[src/rtl/branch_predictor_if.sv]
// Fetch-lookup and EX-update bundle between the pipeline and the branch predictor.
// The pipeline side is the master; the predictor is the slave.
interface branch_predictor_if #(
    parameter int PC_W = 32
);
    logic            lk_valid;
    logic [PC_W-1:0] lk_pc;
    logic            pred_taken;
    logic [PC_W-1:0] pred_target;
    logic            upd_valid;
    logic [PC_W-1:0] upd_pc;
    logic            upd_taken;
    logic [PC_W-1:0] upd_target;
    logic            upd_mispred;

    modport master (
        output lk_valid, lk_pc,
        output upd_valid, upd_pc, upd_taken, upd_target, upd_mispred,
        input  pred_taken, pred_target
    );

    modport slave (
        input  lk_valid, lk_pc,
        input  upd_valid, upd_pc, upd_taken, upd_target, upd_mispred,
        output pred_taken, pred_target
    );
endinterface

[src/rtl/branch_predictor.sv]
// Direct-mapped predictor of tagged 2-bit saturating counters plus branch targets.
// Optional statistics counters are compiled in with `define BP_STATS_EN.
module branch_predictor #(
    parameter int PC_W    = 32,
    parameter int ENTRIES = 16
) (
    input  logic                      clk,
    input  logic                      rst,
    branch_predictor_if.slave         bus
`ifdef BP_STATS_EN
    ,
    output logic [31:0]               stat_lookups,
    output logic [31:0]               stat_updates,
    output logic [31:0]               stat_mispred
`endif
);
    localparam int IDX_W = $clog2(ENTRIES);
    localparam int TAG_W = PC_W - IDX_W - 2;

    localparam logic [1:0] CTR_WEAK_NT = 2'b01;
    localparam logic [1:0] CTR_WEAK_T  = 2'b10;

    logic              valid_q  [ENTRIES];
    logic [TAG_W-1:0]  tag_q    [ENTRIES];
    logic [1:0]        ctr_q    [ENTRIES];
    logic [PC_W-1:0]   target_q [ENTRIES];

    function automatic logic [1:0] ctr_step(input logic [1:0] ctr, input logic taken);
        logic [1:0] nxt;
        nxt = ctr;
        if (taken) begin
            if (ctr != 2'b11) nxt = ctr + 2'd1;
        end else begin
            if (ctr != 2'b00) nxt = ctr - 2'd1;
        end
        return nxt;
    endfunction

    // Lookup reads only registered state, so a same-cycle update is not bypassed.
    logic [IDX_W-1:0] lk_idx;
    logic [TAG_W-1:0] lk_tag;
    logic             lk_hit;

    assign lk_idx = bus.lk_pc[IDX_W+1:2];
    assign lk_tag = bus.lk_pc[PC_W-1:IDX_W+2];
    assign lk_hit = valid_q[lk_idx] && (tag_q[lk_idx] == lk_tag);

    always_comb begin
        bus.pred_taken  = 1'b0;
        bus.pred_target = '0;
        if (lk_hit && ctr_q[lk_idx][1]) begin
            bus.pred_taken  = 1'b1;
            bus.pred_target = target_q[lk_idx];
        end
    end

    logic [IDX_W-1:0] upd_idx;
    logic [TAG_W-1:0] upd_tag;
    logic             upd_hit;
    logic [1:0]       upd_ctr_nxt;
    logic [PC_W-1:0]  upd_target_nxt;

    assign upd_idx = bus.upd_pc[IDX_W+1:2];
    assign upd_tag = bus.upd_pc[PC_W-1:IDX_W+2];
    assign upd_hit = valid_q[upd_idx] && (tag_q[upd_idx] == upd_tag);

    // A miss replaces the entry outright; a not-taken hit keeps the old target.
    always_comb begin
        upd_ctr_nxt    = bus.upd_taken ? CTR_WEAK_T : CTR_WEAK_NT;
        upd_target_nxt = bus.upd_target;
        if (upd_hit) begin
            upd_ctr_nxt = ctr_step(ctr_q[upd_idx], bus.upd_taken);
            if (!bus.upd_taken) upd_target_nxt = target_q[upd_idx];
        end
    end

    always_ff @(posedge clk) begin
        if (rst) begin
            for (int i = 0; i < ENTRIES; i++) begin
                valid_q[i]  <= 1'b0;
                tag_q[i]    <= '0;
                ctr_q[i]    <= CTR_WEAK_NT;
                target_q[i] <= '0;
            end
        end else if (bus.upd_valid) begin
            valid_q[upd_idx]  <= 1'b1;
            tag_q[upd_idx]    <= upd_tag;
            ctr_q[upd_idx]    <= upd_ctr_nxt;
            target_q[upd_idx] <= upd_target_nxt;
        end
    end

`ifdef BP_STATS_EN
    always_ff @(posedge clk) begin
        if (rst) begin
            stat_lookups <= '0;
            stat_updates <= '0;
            stat_mispred <= '0;
        end else begin
            if (bus.lk_valid && (stat_lookups != 32'hFFFF_FFFF))
                stat_lookups <= stat_lookups + 32'd1;
            if (bus.upd_valid && (stat_updates != 32'hFFFF_FFFF))
                stat_updates <= stat_updates + 32'd1;
            if (bus.upd_valid && bus.upd_mispred && (stat_mispred != 32'hFFFF_FFFF))
                stat_mispred <= stat_mispred + 32'd1;
        end
    end
`else
    logic unused_stat_inputs;
    assign unused_stat_inputs = bus.lk_valid ^ bus.upd_mispred;
`endif

    // Instructions are word aligned, so the byte-offset bits carry no information.
    logic unused_pc_offset;
    assign unused_pc_offset = ^{bus.lk_pc[1:0], bus.upd_pc[1:0]};

endmodule

[src/flat_wrapper.sv]
// flat-port wrapper written by rule: the top's interface ports become plain ports
module branch_predictor_flat 
#(
    parameter int PC_W    = 32,
    parameter int ENTRIES = 16
)
  (clk, rst, bus_lk_valid, bus_lk_pc, bus_upd_valid, bus_upd_pc, bus_upd_taken, bus_upd_target, bus_upd_mispred, bus_pred_taken, bus_pred_target);
  branch_predictor_if #(.PC_W(PC_W)) bus_i ();
  input  logic clk;
  input  logic rst;
  input wire logic [$bits(bus_i.lk_valid)-1:0] bus_lk_valid;
  input wire logic [$bits(bus_i.lk_pc)-1:0] bus_lk_pc;
  input wire logic [$bits(bus_i.upd_valid)-1:0] bus_upd_valid;
  input wire logic [$bits(bus_i.upd_pc)-1:0] bus_upd_pc;
  input wire logic [$bits(bus_i.upd_taken)-1:0] bus_upd_taken;
  input wire logic [$bits(bus_i.upd_target)-1:0] bus_upd_target;
  input wire logic [$bits(bus_i.upd_mispred)-1:0] bus_upd_mispred;
  output wire logic [$bits(bus_i.pred_taken)-1:0] bus_pred_taken;
  output wire logic [$bits(bus_i.pred_target)-1:0] bus_pred_target;
  assign bus_i.lk_valid = bus_lk_valid;
  assign bus_i.lk_pc = bus_lk_pc;
  assign bus_i.upd_valid = bus_upd_valid;
  assign bus_i.upd_pc = bus_upd_pc;
  assign bus_i.upd_taken = bus_upd_taken;
  assign bus_i.upd_target = bus_upd_target;
  assign bus_i.upd_mispred = bus_upd_mispred;
  assign bus_pred_taken = bus_i.pred_taken;
  assign bus_pred_target = bus_i.pred_target;
  branch_predictor #(.PC_W(PC_W), .ENTRIES(ENTRIES)) u_core (.clk(clk), .rst(rst), .bus(bus_i));
endmodule
[config.mk]
export PLATFORM = sky130hd
export DESIGN_NAME = branch_predictor_flat
export DESIGN_NICKNAME = d
export VERILOG_FILES = /design/src/rtl/branch_predictor_if.sv /design/src/rtl/branch_predictor.sv /design/src/flat_wrapper.sv
export SDC_FILE = /design/constraint.sdc
export NUM_CORES = 1
export LEC_CHECK = 0
export BUFFER_PORTS_ARGS = -buffer_cell sky130_fd_sc_hd__buf_4
export CELL_PAD_IN_SITES_DETAIL_PLACEMENT = 1
export CELL_PAD_IN_SITES_GLOBAL_PLACEMENT = 1
export CORE_UTILIZATION = 37
export DETAILED_ROUTE_END_ITERATION = 8
export PLACE_DENSITY = 0.69
export SLEW_MARGIN = 40
export SYNTH_ARGS = -nofsm -noshare
export SYNTH_HDL_FRONTEND = slang
export SYNTH_SLANG_ARGS = --single-unit
[constraint.sdc]
create_clock -name clk -period 4.92 [get_ports clk]
set_input_delay 0.984 -clock clk [delete_from_list [all_inputs] [get_ports clk]]
set_output_delay 0.984 -clock clk [all_outputs]
set_load 0.01 [all_outputs]
==> out/metrics.cfg, run 1 <==
[outcome]
status = finished with violations
violations = setup timing

[sta]
slew_headroom_pct = 41.98
setup_violations = 33
clock.fmax_mhz = 193.3
finalMaxSlewViolations = 0
fin_crit_ns = 5.172
finalCritPeriodShare_pct = 105.1
hold_viol = 0
hold_slack_ns = 0.4891
finClkSkew_ns = 0.08819
worst_pin_slew_ns = 0.8704
rsz0062_at_grt = yes
fin_ws_ns = -0.2520

[cts]
ctsLongestPathBuffers = 3
cts_tree = yes
numCtsBuffers = 109
clkSinkCount = 976
clk_transition_reported_paths_ns = 0.06
htree_num_levels = 3
clockRootBuffer = clkbuf_16
clock_latency_ns = 0.78

[global_routing]
grt_pass1_wl_mm = 231.6
antenna_found_initial = 11
grt_max_degree = 97
grt_pass1_vias = 32330
grt_overflow = 0
grt_usage_pct = 23.66

[route]
wirelength_mm = 161.0
via_count = 30850
drt_iter0_markers = 3370
antenna_left = 0
wl_per_cell_um = 31.08
drc_errors = 0
dr.pass1.iters = 5
post_drt_via_cell_ratio = 5.956

[yosys]
yosysWarningCount = 0
synth_area_mm2 = 0.04922
synthArstFlopShare_pct = 0
synth_ff_type = edfxtp_1
ys_seq_area_share_pct = 59.22
ys_ff_latch = 976
synth.net_count = 3295
synthCells = 3193
syn_area_per_cell_um2 = 15.42
yosysUniqueCellTypes = 65
synth_edf_count = 960

[finish]
drive_gt1_share_pct = 30.18
area_growth_pct = 17.05
multiInputGateArea_mm2 = 0.01865
num-nets-final = 3426
fin_util_pct = 43.71
fill_cells = 12980
register_area_mm2 = 0.02915

[floorplanning]
die_height_um = 366.7
rows = 133
die_area_mm2 = 0.1345
fp.dieW_um = 366.7
core_mm2 = 0.1318
start_util_pct = 37.35
io_pins = 135

[critical_path]
worstPathArrival_ns = 4.19
critPathLaunchType = input port
worstSetupPathType = input port to primary output
rrSetupSlack_ns = 1.07
crit_fanout = 8
cp.required_ns = 3.94
r2r_cells = 10
end_kind = primary output

[power_and_ir_drop]
power_density_mw_per_mm2 = 351.8
finalPower_uw = 20270
p_leak_uw = 0.02126
vdd_drop_max_mv = 0.3047

[placed_design]
io_buffers = 128
hpwl_mm = 94.32
dpl_worst_slack_ns = -0.5839
place_congestion = 0.8486

[min_path]
hp-class = register to register
worstHoldPathCells = 2

[flow_run]
cap_violations = 0

## stage by stage
step / instances / cell area [um2] / setup TNS, ns
finish: 5179 / 57610 / -7.305
CTS: 5151 / 57110 / -5.247
global placement: 4935 / 53200 / -18.30
detailed placement: 4935 / 53220 / -18.05
floorplan: 3193 / 49220 / 0
global route: 5176 / 57600 / -9.243
## critical path: stages
cell       delay [ns]
buf_16           0.09
buf_16           0.15
buf_4            0.14
mux4_2           0.48
mux4_2           0.53
xnor2_2          0.21
buf_4            0.14
nand4_1          0.24
nor3_4           0.27
buf_4            0.16
nand4_1          0.09
buf_6            0.20
clkbuf_16        0.21
nor2b_1          0.12
buf_4            0.12
## cell type report
type                            instances  share of cell area (%)
Clock inverter                         68                   1.208
Timing Repair Buffer                  366                   6.861
Inverter                               24                  0.1607
Antenna cell                            5                 0.02172
Clock buffer                          138                   4.976
Tap cell                             1755                   3.811
Multi-Input combinational cell       1847                   32.37
Sequential cell                       976                   50.59
## routing by layer
| metal | global-route usage [%] | wire length (um) | vias up |
|---|---|---|---|
| li1 | - | - | 12600 |
| met1 | 31.98 | 65630 | 16520 |
| met2 | 38.45 | 78220 | 1429 |
| met3 | 3.612 | 11800 | 293 |
| met4 | 9.060 | 5267 | 8 |
| met5 | 0 | 50 | - |
## path summary, 6_finish.rpt
kind | start | end
max | bus_lk_pc[2] | bus_pred_target[19]
min | u_core.valid_q[7] | u_core.valid_q[7]
max reg2reg | u_core.tag_q[13][21] | u_core.ctr_q[2][0]
min reg2reg | u_core.valid_q[7] | u_core.valid_q[7]
## cells in the mapped netlist, types with 3 or more instances
master | n | area (um2)
a2111oi_0 | 3 | 26.28
a211oi_1 | 4 | 30.03
a21oi_1 | 17 | 85.08
a21oi_4 | 10 | 162.7
a221oi_1 | 5 | 43.79
a22oi_1 | 19 | 142.6
a31oi_1 | 4 | 25.02
and2_1 | 505 | 3159
and2_4 | 10 | 87.58
and3_1 | 387 | 2421
buf_1 | 12 | 45.04
buf_12 | 3 | 60.06
buf_2 | 39 | 195.2
buf_4 | 14 | 105.1
buf_6 | 38 | 427.9
clkbuf_1 | 237 | 889.6
dfxtp_1 | 16 | 320.3
edfxtp_1 | 960 | 28830
inv_1 | 22 | 82.58
mux2_2 | 30 | 337.8
mux2i_1 | 86 | 860.8
mux4_1 | 5 | 131.4
mux4_2 | 367 | 8265
nand2_1 | 46 | 172.7
nand2b_1 | 22 | 137.6
nand3_1 | 10 | 50.05
nand4_1 | 5 | 31.28
nor2_1 | 64 | 240.2
nor2b_1 | 39 | 244.0
nor3_1 | 7 | 35.03
nor4_1 | 9 | 56.30
o211ai_1 | 5 | 37.54
o21a_1 | 5 | 37.54
o21ai_0 | 26 | 130.1
o22ai_1 | 17 | 106.4
o32a_1 | 16 | 160.2
or2_1 | 10 | 62.56
or2_2 | 8 | 50.05
or3_1 | 18 | 112.6
xnor2_1 | 43 | 376.6
xor2_1 | 21 | 183.9
## sequential cells by signal, indices dropped and copies added, names as in the netlist
signal           count
u_core.valid_q      16
u_core.tag_q       416
u_core.ctr_q        32
u_core.target_q    512
## report_power, final
group | internal, uW | switching (uW)
clock | 4580 | 3560
sequential | 9600 | 197
combinational | 1040 | 1290
## cell usage in the layout, fill, tap and decap left out, types with 19 or more instances in the layout
master and count:
mux4_2 367, buf_4 255, clkbuf_16 111, clkinv_1 30, mux2i_1 86, inv_1 20
and2_1 504, a22oi_1 19, edfxtp_1 960, buf_6 26, buf_12 70, nand2_1 46
o21ai_0 26, nor2_1 60, xor2_1 21, clkbuf_1 26, xnor2_1 34, and3_1 387
mux2_2 30
## logic make-up after synthesis
family                 after synthesis  share of synthesized area (%)
AND/OR/NAND/NOR                   1145                          14.06
XOR/XNOR                            64                          1.139
AO/OA/AOI/OAI                      150                          2.369
flip-flops                         976                          59.22
multiplexers                       488                          19.49
buffers and inverters              370                          3.719
## repair_timing
| item | 4_1_cts | 5_1_grt |
|---|---|---|
| pin swaps | 5 | 10 |
| buffers inserted | 7 | 21 |
| gates resized for setup | 31 | 50 |
| gates cloned | 3 | 2 |
| endpoints found under the setup margin | 33 | 33 |
| hold buffers | 0 | 0 |
No activity file was read; power rests on OpenSTA's default activity.
==> run 2: changes to the inputs <==
--- a/config.mk
+++ b/config.mk
@@ -10,6 +10,7 @@
 export CELL_PAD_IN_SITES_GLOBAL_PLACEMENT = 1
 export CORE_UTILIZATION = 37
 export DETAILED_ROUTE_END_ITERATION = 8
+export MAX_ROUTING_LAYER = met4
 export PLACE_DENSITY = 0.69
 export SLEW_MARGIN = 40
 export SYNTH_ARGS = -nofsm -noshare
==> constraint.sdc (replaced) <==
create_clock -name clk -period 4.92 [get_ports clk]
set_input_delay 0.984 -clock clk [delete_from_list [all_inputs] [get_ports clk]]
set_output_delay 0.984 -clock clk [all_outputs]
set_load 0.1 [all_outputs]
==> run 2 against run 1 <==
Effect of this change:
- the run still ends with setup timing left
- worst setup slack better by 0.065 ns
- routed wire length fell by 0.77%
- utilization increased by 0.17 points
- critical path depth decreased by 1
- first-iteration DRC count fell by 7.6%
- largest cell class unchanged
- cell count about the same
- clock skew decreased by 0.035 ns
- flip-flop and latch count unchanged
- via count shrank 0.86%
- combinational power barely moved
- clock power is 0.7% higher
==> out/metrics.cfg, run 2 (synthesis gave the netlist of run 1 again) <==
[outcome]
status = finished with violations
violations = setup timing

[sta]
clock.fmax_mhz = 195.8
fin_ws_ns = -0.1870
finalMaxSlewViolations = 0
hold_slack_ns = 0.4950
worst_pin_slew_ns = 0.8620
setup_violations = 33
finClkSkew_ns = 0.05284
fin_crit_ns = 5.107
hold_viol = 0
rsz0062_at_grt = yes
finalCritPeriodShare_pct = 103.8
slew_headroom_pct = 42.53

[route]
dr.pass1.iters = 5
wirelength_mm = 159.7
antenna_left = 0
drc_errors = 0
wl_per_cell_um = 30.85
post_drt_via_cell_ratio = 5.907
via_count = 30580
drt_iter0_markers = 3115

[cts]
clkSinkCount = 976
clockRootBuffer = clkbuf_16
ctsLongestPathBuffers = 3
clk_transition_reported_paths_ns = 0.06
numCtsBuffers = 107
clock_latency_ns = 0.77
htree_num_levels = 3
cts_tree = yes

[critical_path]
critPathMostFrequentCell = buf_12
r2r_cells = 11
cp_slowest_stage_delay_ns = 0.52
crit_path_start = bus_lk_pc[2]
end_kind = primary output
worstSetupPathType = input port to primary output
slowest_stage = mux4_2
worstPathArrival_ns = 4.12
cp.required_ns = 3.94
crit_chain = buf_16, buf_12, buf_16, mux4_2, mux4_2, xnor2_1, nand4_1, nor3_2, buf_4, nand4_1, buf_12, buf_12, nor2b_4, buf_12
r2r_start = u_core.tag_q[0][10]
crit_fanout = 8
critPathLaunchType = input port

[min_path]
worstHoldPathCells = 2
hp-start = u_core.valid_q[14]
hp-class = register to register

[power_and_ir_drop]
vdd_drop_max_mv = 0.2875
power_density_mw_per_mm2 = 351.1
finalPower_uw = 20310
p_leak_uw = 0.02128

[placed_design]
dpl_cell_area_mm2 = 0.05353
place_congestion = 0.8680
io_buffers = 128
hpwl_mm = 97.36
dpl_worst_slack_ns = -0.4660

[global_routing]
antenna_found_initial = 12
grt_usage_pct = 24.24
grt_max_degree = 78
grt_pass1_vias = 32060
grt_pass1_wl_mm = 230.8
grt_overflow = 0

[floorplanning]
core_mm2 = 0.1318
start_util_pct = 37.35
die_area_mm2 = 0.1345
fp.dieW_um = 366.7
rows = 133
die_height_um = 366.7
io_pins = 135

[finish]
register_area_mm2 = 0.02915
drive_gt1_share_pct = 30.37
top_register = u_core.target_q
layout_commonest_cell = edfxtp_1
num-nets-final = 3426
multiInputGateArea_mm2 = 0.01871
fin_util_pct = 43.89
final_area_mm2 = 0.05784
fill_cells = 12920
largest_register_ffs = 512
layout_common_cells = edfxtp_1, and2_1, and3_1
area_growth_pct = 17.51
reg_top3 = u_core.target_q: 512 flops, u_core.tag_q: 416 flops, u_core.ctr_q: 32 flops

[flow_run]
cap_violations = 0

## run 2: final timing paths
| path | to | slack, ns |
|---|---|---|
| worst max-delay path | bus_pred_target[22] | -0.19 |
| worst min-delay path | u_core.valid_q[14] | 0.49 |
| worst max register to register | u_core.target_q[0][3] | 1.17 |
| worst min register to register | u_core.valid_q[14] | 0.49 |
## run 2: timing repair
action                                  CTS  global route
pin swaps                                12             4
endpoints found under the setup margin   33            33
gates cloned                              3             0
resized for setup                       126             4
hold buffers                              0             0
setup buffers                             9             2
## run 2: report_power, final
group          switching [uW]  leakage [uW]  internal (uW)
logic                    1270        0.0103           1030
registers                 201       0.00930           9600
clock network            3540       0.00170           4670
## run 2: final cells by class
type	count	share of cell area (%)
sequential	976	50.39
tap	1755	3.796
antenna	8	0.03461
timing repair buffer	368	7.156
multi-input combinational	1847	32.36
clock inverter	67	1.274
inverter	24	0.1622
clock buffer	132	4.826
## run 2: stage by stage
stage / TNS (ns) / instances
after floorplan: -2.827 / 3193
after global placement: -12.76 / 4959
after detailed placement: -14.12 / 4959
after CTS: -4.196 / 5167
after global routing: -8.210 / 5177
final: -5.023 / 5177
## run 2: critical path: cells and delay by family
family                 cells  cell delay (ns)
XOR/XNOR                   1             0.19
multiplexers               2             1.01
AND/OR/NAND/NOR            4             0.74
buffers and inverters      7             1.17
## run 2: layer usage
metal | up-vias | wire length [um] | global-route usage (%)
li1 | 12600 | - | -
met1 | 16350 | 64860 | 31.35
met2 | 1359 | 78910 | 39.08
met3 | 274 | 11160 | 4.095
met4 | 0 | 4793 | 7.379
met5 | - | 0 | -
==> run 3: changes to the inputs <==
--- a/config.mk
+++ b/config.mk
@@ -5,13 +5,14 @@
 export SDC_FILE = /design/constraint.sdc
 export NUM_CORES = 1
 export LEC_CHECK = 0
+export ABC_AREA = 1
 export BUFFER_PORTS_ARGS = -buffer_cell sky130_fd_sc_hd__buf_4
 export CELL_PAD_IN_SITES_DETAIL_PLACEMENT = 1
 export CELL_PAD_IN_SITES_GLOBAL_PLACEMENT = 1
 export CORE_UTILIZATION = 37
 export DETAILED_ROUTE_END_ITERATION = 8
 export MAX_ROUTING_LAYER = met4
-export PLACE_DENSITY = 0.69
+export PLACE_DENSITY = 0.73
 export SLEW_MARGIN = 40
 export SYNTH_ARGS = -nofsm -noshare
 export SYNTH_HDL_FRONTEND = slang
==> run 3 against run 2 <==
Effect of this change:
- the run now ends clean
- critical path type unchanged
- sequential power about the same
- synthesized area decreased by 1.4%
- first-iteration DRC count up 47%
- critical path depth up 4
==> out/metrics.cfg, run 3 <==
[cts]
cts_repair_resize_count = 0
numCtsBuffers = 108
cts.hold.buffers_added = 0
cts_tree = yes
clk_transition_reported_paths_ns = 0.06
clkSinkCount = 976
clock_latency_ns = 0.74
clockRootBuffer = clkbuf_16
htree_num_levels = 3
ctsLongestPathBuffers = 3
post_cts_buffers = 0

[sta]
fin_ws_ns = 0.1387
finalMaxSlewViolations = 0
hold_viol = 0
finClkSkew_ns = 0.03823
tns_ns = 0
hold_slack_ns = 0.4825
fin_crit_ns = 4.781
setup_violations = 0
slew_headroom_pct = 39.85
finalCritPeriodShare_pct = 97.18
clock.fmax_mhz = 209.2
worst_pin_slew_ns = 0.8990

[route]
via_count = 41920
drc_errors = 0
wirelength_mm = 186.4
post_drt_via_cell_ratio = 5.779
dr.pass1.iters = 5
wl_per_cell_um = 25.70
antenna_left = 0
drt_iter0_markers = 4565

[yosys]
yosysMostFrequentCell = nand2_1
yosysWarningCount = 0
synthTopCellsByCount = nand2_1, nor2_1, edfxtp_1, a21oi_1, o21ai_0
synth_edf_count = 960
synth_top_cell_area_share_pct = 59.41
ys_ff_latch = 976
synth_area_mm2 = 0.04852
yosysUniqueCellTypes = 38
synth_ff_type = edfxtp_1
syn_area_per_cell_um2 = 9.030
synth.net_count = 5475
synthCells = 5373
synth_top_cell_by_area = edfxtp_1
synthArstFlopShare_pct = 0
ys_seq_area_share_pct = 60.07
ys_top_cells_by_area = edfxtp_1, nand2_1, nor2_1

[min_path]
worstHoldPathCells = 2
min_to = u_core.valid_q[3]
hp-class = register to register
hp-start = u_core.valid_q[3]

[global_routing]
grt_pass1_wl_mm = 272.8
grt_max_degree = 159
grt_overflow = 0
grt_usage_pct = 28.66
grt_pass1_vias = 42540
antenna_found_initial = 3

[critical_path]
critPathLaunchType = input port
r2r_start = u_core.tag_q[7][6]
cp.required_ns = 3.94
crit_fanout = 46
end_kind = primary output
r2r_cells = 18
crit_path_start = bus_lk_pc[2]
worstSetupPathType = input port to primary output
worstPathArrival_ns = 3.80
r2r_end = u_core.target_q[12][8]
rrSetupSlack_ns = 1.38

[finish]
final_area_mm2 = 0.05674
drive_gt1_share_pct = 11.47
area_growth_pct = 16.93
reg_top3 = u_core.target_q: 512 flops, u_core.tag_q: 416 flops, u_core.ctr_q: 32 flops
layout_commonest_cell = nand2_1
largest_register_ffs = 512
fill_cells = 14920
top_register = u_core.target_q
layout_common_cells = nand2_1, nor2_1, edfxtp_1
num-nets-final = 5522

[placed_design]
io_buffers = 128
hpwl_mm = 110.4
place_congestion = 0.8885
dpl_cell_area_mm2 = 0.05319
dpl_worst_slack_ns = 0.1018

[floorplanning]
start_util_pct = 37.38
core_mm2 = 0.1298
fp.dieW_um = 364.1
die_height_um = 364.1
die_area_mm2 = 0.1326
rows = 132
io_pins = 135

[power_and_ir_drop]
p_leak_uw = 0.02246
power_density_mw_per_mm2 = 356.3
finalPower_uw = 20210
vdd_drop_max_mv = 0.3401

[flow_run]
cap_violations = 0

[outcome]
status = finished, final reports clean

-- run 3: cell count changes after synthesis, moves of 40 or more --
cell / change
a21oi_1: +322
a221oi_1: +115
and2_1: -504
and3_1: -387
buf_2: +61
inv_1: +211
mux2i_1: -86
mux4_2: -367
nand2_1: +1303
nand3_1: +166
nor2_1: +1052
o211ai_1: +100
o21ai_0: +274
xnor2_1: -40
-- run 3: worst max path at each step --
stage,endpoint,slack [ns]
2_1_floorplan,bus_pred_target[22],-0.37
3_3_place_gp,bus_pred_target[8],0.16
3_5_place_dp,bus_pred_target[22],0.10
4_1_cts,bus_pred_target[22],0.08
5_1_grt,bus_pred_target[8],-0.001
6_report,bus_pred_target[9],0.14
-- run 3: layer usage --
| layer | global-route usage [%] | vias up | part of all wire, % |
|---|---|---|---|
| li1 | - | 18320 | - |
| met1 | 36.85 | 21270 | 41 |
| met2 | 45.11 | 1923 | 47 |
| met3 | 4.251 | 421 | 8.6 |
| met4 | 12.24 | 0 | 4.1 |
| met5 | - | - | 0 |
-- run 3: logic make-up (layout without fill, tap and decap cells) --
kind of cell             Yosys count  after routing  share of synthesized area (%)
AO/OA/AOI/OAI                    971            971                          11.88
XOR/XNOR                           8              8                         0.1444
adder cells (fa/ha/maj)            1              1                        0.02063
buffers and inverters            710            846                          6.106
flip-flops                       976            976                          60.07
other                              0              4                              0
AND/OR/NAND/NOR                 2707           2707                          21.78
-- run 3: where the power goes --
group	internal [uW]	switching, uW	total, uW
clock network	4620	3460	8080
registers	9600	175	9770
logic	672	1690	2370
total	14900	5330	20200
-- run 3: layout make-up --
| cell class | count | area (um2) | area share (%) |
|---|---|---|---|
| flip-flops and latches | 976 | 29150 | 51.38 |
| multi-input cells | 3687 | 16900 | 29.78 |
| repair buffers | 380 | 4041 | 7.123 |
| clock buffers | 144 | 2920 | 5.147 |
| well taps | 1742 | 2180 | 3.842 |
| inverters | 267 | 1027 | 1.811 |
| clock inverters | 55 | 514.2 | 0.9064 |
| diodes | 4 | 10.01 | 0.01764 |
-- run 3: worst max-delay path, cell delays in order --
cell,delay [ns]
buf_8,0.12
inv_8,0.19
buf_12,0.26
a21oi_1,0.10
o21ai_0,0.09
nand3_1,0.13
nand3_1,0.11
nand2_1,0.15
inv_1,0.16
o21ai_0,0.17
nor3_1,0.19
nand2_1,0.08
nor2_1,0.17
nand2_4,0.08
buf_12,0.17
buf_12,0.17
nor3_4,0.11
buf_4,0.31
-- run 3: through the flow --
step                      util [%]  cells
after floorplan                  -   5373
after global placement       40.97   7052
after detailed placement     40.97   7052
after CTS                    43.62   7251
after global routing         43.71   7255
final                        43.71   7255
